### src/rtl/pmips_regfile_sb.sv
// Parametrised register file: zero register, two registered read ports with optional
// write-first bypass, one write port and a per-register busy scoreboard.
module pmips_regfile_sb #(
   parameter int unsigned n      = 8,
   parameter int unsigned NREG   = 32,
   parameter int unsigned AW     = $clog2(NREG),
   parameter int unsigned BYPASS = 1
) (
   input  logic          clk,
   input  logic          nReset,
   input  logic          w,
   input  logic [AW-1:0] Waddr,
   input  logic [n-1:0]  Wdata,
   input  logic [AW-1:0] Raddr1,
   input  logic [AW-1:0] Raddr2,
   output logic [n-1:0]  Rdata1,
   output logic [n-1:0]  Rdata2,
   input  logic          lock,
   input  logic [AW-1:0] Laddr,
   output logic          Busy1,
   output logic          Busy2,
   output logic          BusyAny
);

   localparam int unsigned DEPTH = 2**AW;

   // register 0 is never stored; it is a constant in the read-source table
   logic [NREG-1:1][n-1:0]  regs_q, regs_d;
   logic [NREG-1:1]         busy_q, busy_d;
   logic [DEPTH-1:0][n-1:0] rd_src;
   logic [DEPTH-1:0]        busy_src;

   for (genvar i = 1; i < NREG; i++) begin : g_reg
      logic wsel;
      logic lsel;
      assign wsel       = w    && (Waddr == AW'(i));
      assign lsel       = lock && (Laddr == AW'(i));
      assign regs_d[i]  = wsel ? Wdata : regs_q[i];
      // a lock in the same cycle as the writeback names a newer producer, so set wins
      assign busy_d[i]  = lsel | (busy_q[i] & ~wsel);
   end

   // full 2**AW table so that zero and out-of-range addresses read as 0
   for (genvar i = 0; i < DEPTH; i++) begin : g_src
      if (i == 0 || i >= NREG) begin : g_zero
         assign rd_src[i]   = '0;
         assign busy_src[i] = 1'b0;
      end else if (BYPASS != 0) begin : g_wf
         assign rd_src[i]   = regs_d[i];
         assign busy_src[i] = busy_d[i];
      end else begin : g_rf
         assign rd_src[i]   = regs_q[i];
         assign busy_src[i] = busy_q[i];
      end
   end

   // storage, scoreboard and registered read outputs
   always_ff @(posedge clk or negedge nReset) begin
      if (!nReset) begin
         regs_q  <= '0;
         busy_q  <= '0;
         Rdata1  <= '0;
         Rdata2  <= '0;
         Busy1   <= 1'b0;
         Busy2   <= 1'b0;
         BusyAny <= 1'b0;
      end else begin
         regs_q  <= regs_d;
         busy_q  <= busy_d;
         Rdata1  <= rd_src[Raddr1];
         Rdata2  <= rd_src[Raddr2];
         Busy1   <= busy_src[Raddr1];
         Busy2   <= busy_src[Raddr2];
         BusyAny <= |busy_d;
      end
   end

endmodule

### config.mk
export PLATFORM = sky130hd
export DESIGN_NAME = pmips_regfile_sb
export DESIGN_NICKNAME = d
export VERILOG_FILES = /design/src/rtl/pmips_regfile_sb.sv
export SDC_FILE = /design/constraint.sdc
export NUM_CORES = 1
export LEC_CHECK = 0
export BUFFER_PORTS_ARGS = -buffer_cell sky130_fd_sc_hd__buf_4
export CAP_MARGIN = 5
export CORE_MARGIN = 4
export CORE_UTILIZATION = 50
export CTS_CLUSTER_DIAMETER = 120
export DETAILED_ROUTE_END_ITERATION = 8
export MAX_ROUTING_LAYER = met4
export PLACE_DENSITY = 0.66
export SLEW_MARGIN = 20
export SYNTH_ARGS = -nofsm -noshare
export SYNTH_HDL_FRONTEND = slang
export SYNTH_SLANG_ARGS = --single-unit
### constraint.sdc
create_clock -name clk -period 2.5 [get_ports clk]
set_input_delay 0.25 -clock clk [delete_from_list [all_inputs] [get_ports clk]]
set_output_delay 0.25 -clock clk [all_outputs]
set_load 0.005 [all_outputs]
==> results.json, run 1 <==
{
  "gp_congestion": 1.09,
  "crit_chain": "buf_4 -> buf_4 -> nand4_2 -> nor2_2 -> buf_4 -> mux2i_1 -> buf_4 -> inv_1 -> o21ai_0 -> a2111oi_0 -> buf_4 -> and3_1",
  "finalHoldViolations": 0,
  "fin_area_sq_mm": 0.0218,
  "synth_fa_ha_area_share_pct": 0,
  "grt_pass1_vias": 16300,
  "layout_min_cycle_time_ns": 2.37,
  "via_per_inst": 6.38,
  "postCtsSetupRepairBufs": 0,
  "num_vias": 16500,
  "start_util_pct": 50.6,
  "cp_max_fo": 7,
  "yosysSeqAreaShare_pct": 45.4,
  "drv_slew": 0,
  "final_antenna_net_count": 0,
  "finalCritPeriodShare_pct": 94.8,
  "dr.pass1.iters": 6,
  "rsz0062_at_grt": "no",
  "critPathMostFrequentCell": "buf_4",
  "synth-simple-area-share_pct": 14.1,
  "synth-main-ff-cell": "dfrtp_1",
  "total_power_w": 0.0155,
  "syn_to_final_growth_pct": 32.9,
  "io_buffers": 50,
  "grt_antenna_before_repair": 5,
  "peakVddDrop_mv": 0.704,
  "synth_top_family_by_area": "multiplexers",
  "nets": 2140,
  "syn-cell-area_sq_mm": 0.0164,
  "numClockSinks": 298,
  "clk_pin_slew_ns": 0.06,
  "core-area_sq_mm": 0.0325,
  "synth_area_leader_cell": "dfrtp_1",
  "htree_levels": 2,
  "cp.required_ns": 2.94,
  "routed_wl_microns": 76800,
  "critical_path_class": "in -> reg",
  "drive_above_1_share_pct": 31.7,
  "die_w_microns": 189,
  "syn_nets": 1695,
  "clock_skew_ns": 0.0166,
  "start_kind": "primary input",
  "crit_slowest_cell": "o21ai_0",
  "async_flop_share_pct": 100,
  "cts_made_buffers": 36,
  "final_common_cell": "buf_4",
  "drt_iter0_drc": 2410,
  "root_buffer": "clkbuf_16",
  "drc_errors": 0,
  "grt_pass1_wl_microns": 111000,
  "leakage_nw": 11.7,
  "hpwlAfterDp_microns": 59200,
  "rows": 66,
  "final_cell_mix": "buf_4 (490), dfrtp_1 (298), mux2i_1 (207)",
  "maxCapViolCount": 0,
  "setup_viol_count_final": 0,
  "crit_buf_inv": 6,
  "synth_area_leaders": "dfrtp_1 (45%), mux2i_1 (13%), mux2_2 (4.7%)",
  "place_area_sq_mm": 0.0207,
  "relSlewSlack_pct": 36.3,
  "syn_avg_cell_area_sq_um": 9.88,
  "io_pins": 51,
  "synthDistinctLibCells": 75,
  "cts_tree": "done",
  "hp-start": "Wdata[6]",
  "synth_cells": 1663,
  "timing.hold.ws_ns": 0.126,
  "synth_edf_count": 0,
  "dieHeight_microns": 189,
  "grt-ovfl-total": 0,
  "startpoint": "Waddr[4]",
  "muxShareOfSynthArea_pct": 19.2,
  "p_per_area_mw_per_mm2": 709,
  "fmax_mhz": 422,
  "arrival_ns": 2.81,
  "yosysWarnings": 0,
  "path_delay_family": "simple AND/OR/NAND/NOR gates",
  "clk_latency_ns": 0.55,
  "synth_seq_cells": 298,
  "status": "finished, final reports clean",
  "r2r-start": "busy_q[12]",
  "synth_compound_area_share_pct": 14.8,
  "wl_per_cell_microns": 29.8,
  "synthDominantCellAreaShare_pct": 45.4,
  "grt_max_degree": 69,
  "critPathMaxStageDelay_ns": 0.40,
  "hp-class": "in -> reg",
  "synth_xor_xnor_area_share_pct": 0,
  "die_area_sq_mm": 0.0358,
  "cp-end-kind": "flop",
  "tightest_slew_ns": 0.943,
  "grt_util_all_layers_pct": 43.6,
  "clockBufferDepth": 3
}
worst register-to-register path, delay by kind of cell (launching register included):
| kind | cells | cell delay, ns |
|---|---|---|
| and+or+nand+nor | 3 | 1.24 |
| DFF | 1 | 0.37 |
| AOI/OAI and AO/OA | 1 | 0.26 |
| buffers and inverters | 1 | 0.11 |
synth_stat cells (23+ instances only):
library cell / instances
dfrtp_1: 298
mux2i_1: 207
nand2_1: 171
inv_1: 167
clkbuf_1: 77
nor2_1: 75
mux2_2: 68
nand3_1: 54
o21ai_0: 50
a21oi_1: 45
a22oi_1: 45
a221oi_1: 32
a22o_1: 28
o22ai_1: 24
nor3_1: 23
layout make-up:
| class | instances | area (sq um) |
|---|---|---|
| Clock buffer | 53 | 1050 |
| Antenna cell | 4 | 10.0 |
| Clock inverter | 9 | 52.6 |
| Fill cell | 2704 | 10600 |
| Sequential cell | 298 | 7460 |
| Multi-Input combinational cell | 1089 | 7920 |
| Inverter | 168 | 631 |
| Timing Repair Buffer | 515 | 4160 |
| Tap cell | 442 | 553 |
registers in the layout (all words and copies together) (netlist names):
name	cells
Busy1	1
Busy2	1
BusyAny	1
Rdata1	8
Rdata2	8
busy_q	31
regs_q	248
metal layers:
metal	global-route usage (%)	wire, microns	vias to the layer above
met1	57.8	30400	8162
met4	20.4	4420	0
met3	10.9	8980	234
met5	-	0	-
li1	-	-	6898
met2	63.6	33000	1162
where the power goes:
group	internal, W	switching (W)	leakage [nW]	total [W]
Sequential	0.00575	0.000334	3.79	0.00609
Clock	0.00290	0.00215	0.547	0.00505
Combinational	0.00189	0.00246	7.40	0.00435
Total	0.0105	0.00494	11.7	0.0155
final timing paths:
check	end	slack, ns	cells after the start
worst max-delay path	Rdata2[6]	0.13	12
worst min-delay path	regs_q[38]	0.13	3
worst max register to register	BusyAny	0.41	5
worst min register to register	regs_q[177]	0.49	2
max in group asynchronous	busy_q[29]	1.30	3
min in group asynchronous	busy_q[12]	0.30	2
per-stage QoR:
stage | cells | setup WS, ns | util (%) | setup TNS (ns)
detailed placement | 2511 | -0.553 | 63.8 | -3.31
CTS | 2574 | 0.126 | 67.3 | 0
global route | 2578 | 0.0270 | 67.3 | 0
global placement | 2511 | -0.482 | 63.8 | -3.09
floorplan | 1663 | 0.0199 | - | 0
finish | 2578 | 0.130 | 67.3 | 0
kinds of logic after synthesis:
group / after synthesis
flops: 298
simple gates: 466
buf+inv: 276
compound gates: 334
mux: 289
what timing repair did:
action	CTS	global route
hold buffers	1	0
endpoints found under the hold margin	61	0
resized for setup	1	1
setup endpoints to repair	1	1
Power figures use the tool's default switching activity.
==> run 2, diff against run 1 <==
--- a/config.mk
+++ b/config.mk
@@ -8,11 +8,12 @@
 export BUFFER_PORTS_ARGS = -buffer_cell sky130_fd_sc_hd__buf_4
 export CAP_MARGIN = 5
 export CORE_MARGIN = 4
-export CORE_UTILIZATION = 50
+export CORE_UTILIZATION = 36
 export CTS_CLUSTER_DIAMETER = 120
 export DETAILED_ROUTE_END_ITERATION = 8
+export GPL_ROUTABILITY_DRIVEN = 0
 export MAX_ROUTING_LAYER = met4
-export PLACE_DENSITY = 0.66
+export PLACE_DENSITY = 0.51
 export SLEW_MARGIN = 20
 export SYNTH_ARGS = -nofsm -noshare
 export SYNTH_HDL_FRONTEND = slang
==> run 2 against run 1 <==
Net effect:
- clock-buffer cell count is 6 higher
- critical path type unchanged
- via count fell by 1.1%
- clock skew increased by 0.0080 ns
- largest cell class unchanged
==> results.json, run 2 (synthesis results as in run 1) <==
{
  "swShare_pct": 30.5,
  "die_w_microns": 222,
  "rows": 78,
  "clk_latency_ns": 0.57,
  "drt_iter0_drc": 2262,
  "grt-ovfl-total": 0,
  "p_per_area_mw_per_mm2": 734,
  "htree_levels": 2,
  "multi_input_area_sq_mm": 0.00794,
  "clock_skew_ns": 0.0245,
  "final_common_cell": "buf_4",
  "relSlewSlack_pct": 26.6,
  "io_buffers": 50,
  "nets": 2151,
  "seqPwrFrac_pct": 37.1,
  "drv_slew": 0,
  "start_util_pct": 36.3,
  "drc_errors": 0,
  "root_buffer": "clkbuf_16",
  "syn_to_final_growth_pct": 36.1,
  "cp-end-kind": "flop",
  "status": "finished, final reports clean",
  "leakage_nw": 11.9,
  "tightest_slew_ns": 1.10,
  "start_kind": "primary input",
  "peakVddDrop_mv": 0.547,
  "clockBufferDepth": 3,
  "core-area_sq_mm": 0.0453,
  "regMostFlops": "regs_q",
  "setup_viol_count_final": 0,
  "fin_cells": 2748,
  "grt_util_all_layers_pct": 31.4,
  "hpwlAfterDp_microns": 58800,
  "total_power_w": 0.0164,
  "rsz0062_at_grt": "yes",
  "power_frac_comb_pct": 26.5,
  "place_inst": 2678,
  "grt_antenna_before_repair": 1,
  "finalCritPeriodShare_pct": 99.9,
  "wl_per_cell_microns": 28.0,
  "power.switching_w": 0.00500,
  "critPathMostFrequentCell": "buf_4",
  "grt_pass1_wl_microns": 112000,
  "routed_wl_microns": 77000,
  "numClockSinks": 298,
  "top_regs": "regs_q (248), busy_q (31)",
  "clk_pin_slew_ns": 0.06,
  "crit_chain": "buf_4 -> nor4bb_1 -> buf_4 -> nand2_1 -> buf_12 -> buf_4 -> mux2i_1 -> mux4_2 -> nor2_1 -> nor4_1 -> nor4_2",
  "crit_slowest_cell": "mux4_2",
  "finalWorstSetupSlack_ns": 0.00284,
  "gr-usage-met3_pct": 6.04,
  "largest_register_ffs": 248,
  "pre_cts_ws_ns": -0.647,
  "fmax_mhz": 400,
  "grt_pass1_vias": 16000,
  "arrival_ns": 2.92,
  "p_int_w": 0.0114,
  "cp.required_ns": 2.92,
  "grt_max_degree": 71,
  "hp-class": "in -> reg",
  "via_per_inst": 5.92,
  "cts_made_buffers": 38,
  "met2_usage_pct": 45.5,
  "fillers": 4294,
  "critPathMaxStageDelay_ns": 0.52,
  "register_area_sq_mm": 0.00746,
  "finalHoldViolations": 0,
  "cts_tree": "done",
  "p_clk_share_pct": 36.4,
  "layout_min_cycle_time_ns": 2.50,
  "num_vias": 16300,
  "grt_use_met1_pct": 41.9,
  "final_cell_mix": "buf_4 (500), dfrtp_1 (298), mux2i_1 (207)",
  "critical_path_class": "in -> reg",
  "maxCapViolCount": 0,
  "top_usage_layer": "met2",
  "dieHeight_microns": 222,
  "cp_max_fo": 7,
  "dr.pass1.iters": 6,
  "io_pins": 51,
  "die_area_sq_mm": 0.0491,
  "drive_above_1_share_pct": 32.3,
  "final_antenna_net_count": 0
}
[run 2: critical path, delay by kind of cell]
kind / cells / cell delay [ns]
buf+inv: 4 / 0.71
simple gates: 5 / 1.28
mux: 2 / 0.67
[run 2: path summary, 6_finish.rpt]
path                              from          end  slack, ns  cells past startpoint
min in group asynchronous       nReset   busy_q[16]       0.29                      2
max in group asynchronous       nReset   regs_q[28]       1.36                      3
min                           Wdata[4]  regs_q[212]       0.09                      3
max reg2reg                 busy_q[12]      BusyAny       0.42                      5
min reg2reg                regs_q[243]  regs_q[243]       0.50                      2
max                           Waddr[2]    Rdata2[4]      0.003                     11
[run 2: final cells by class]
type                            count  area share [%]
Sequential cell                   298            33.4
Multi-Input combinational cell   1089            35.5
Clock inverter                      8           0.627
Antenna cell                        2          0.0224
Timing Repair Buffer              524            18.9
Inverter                          168            2.82
Tap cell                          600            3.36
Clock buffer                       59            5.39
[run 2: stage by stage]
step,area (sq um),hold WS (ns),utilization [%],TNS (ns)
final,22400,0.0929,49.4,0
after global routing,22300,0.102,49.4,-0.0894
after CTS,22300,0.0789,49.3,0
after detailed placement,21000,0.303,46.3,-5.65
after global placement,21000,0.307,46.3,-5.92
after floorplan,16400,-0.0456,-,0
[run 2: power by group through the flow]
stage               Sequential, W  Clock (W)  Combinational [W]
floorplan                 0.00603          0            0.00199
global placement          0.00612          0            0.00417
detailed placement        0.00615          0            0.00421
CTS                       0.00607    0.00604            0.00424
global route              0.00615    0.00625            0.00462
finish                    0.00608    0.00597            0.00435
[run 2: metal layers]
metal  wire (microns)  vias up
met3             7470      232
li1                 -     6940
met5                0        -
met4             4810        0
met1            31600     8117
met2            33100      992
[run 2: what timing repair did]
action	4_1_cts	5_1_grt
hold buffers	1	0
endpoints found under the hold margin	62	0
resized for setup	2	2
endpoints found under the setup margin	2	2
buffers inserted	0	0
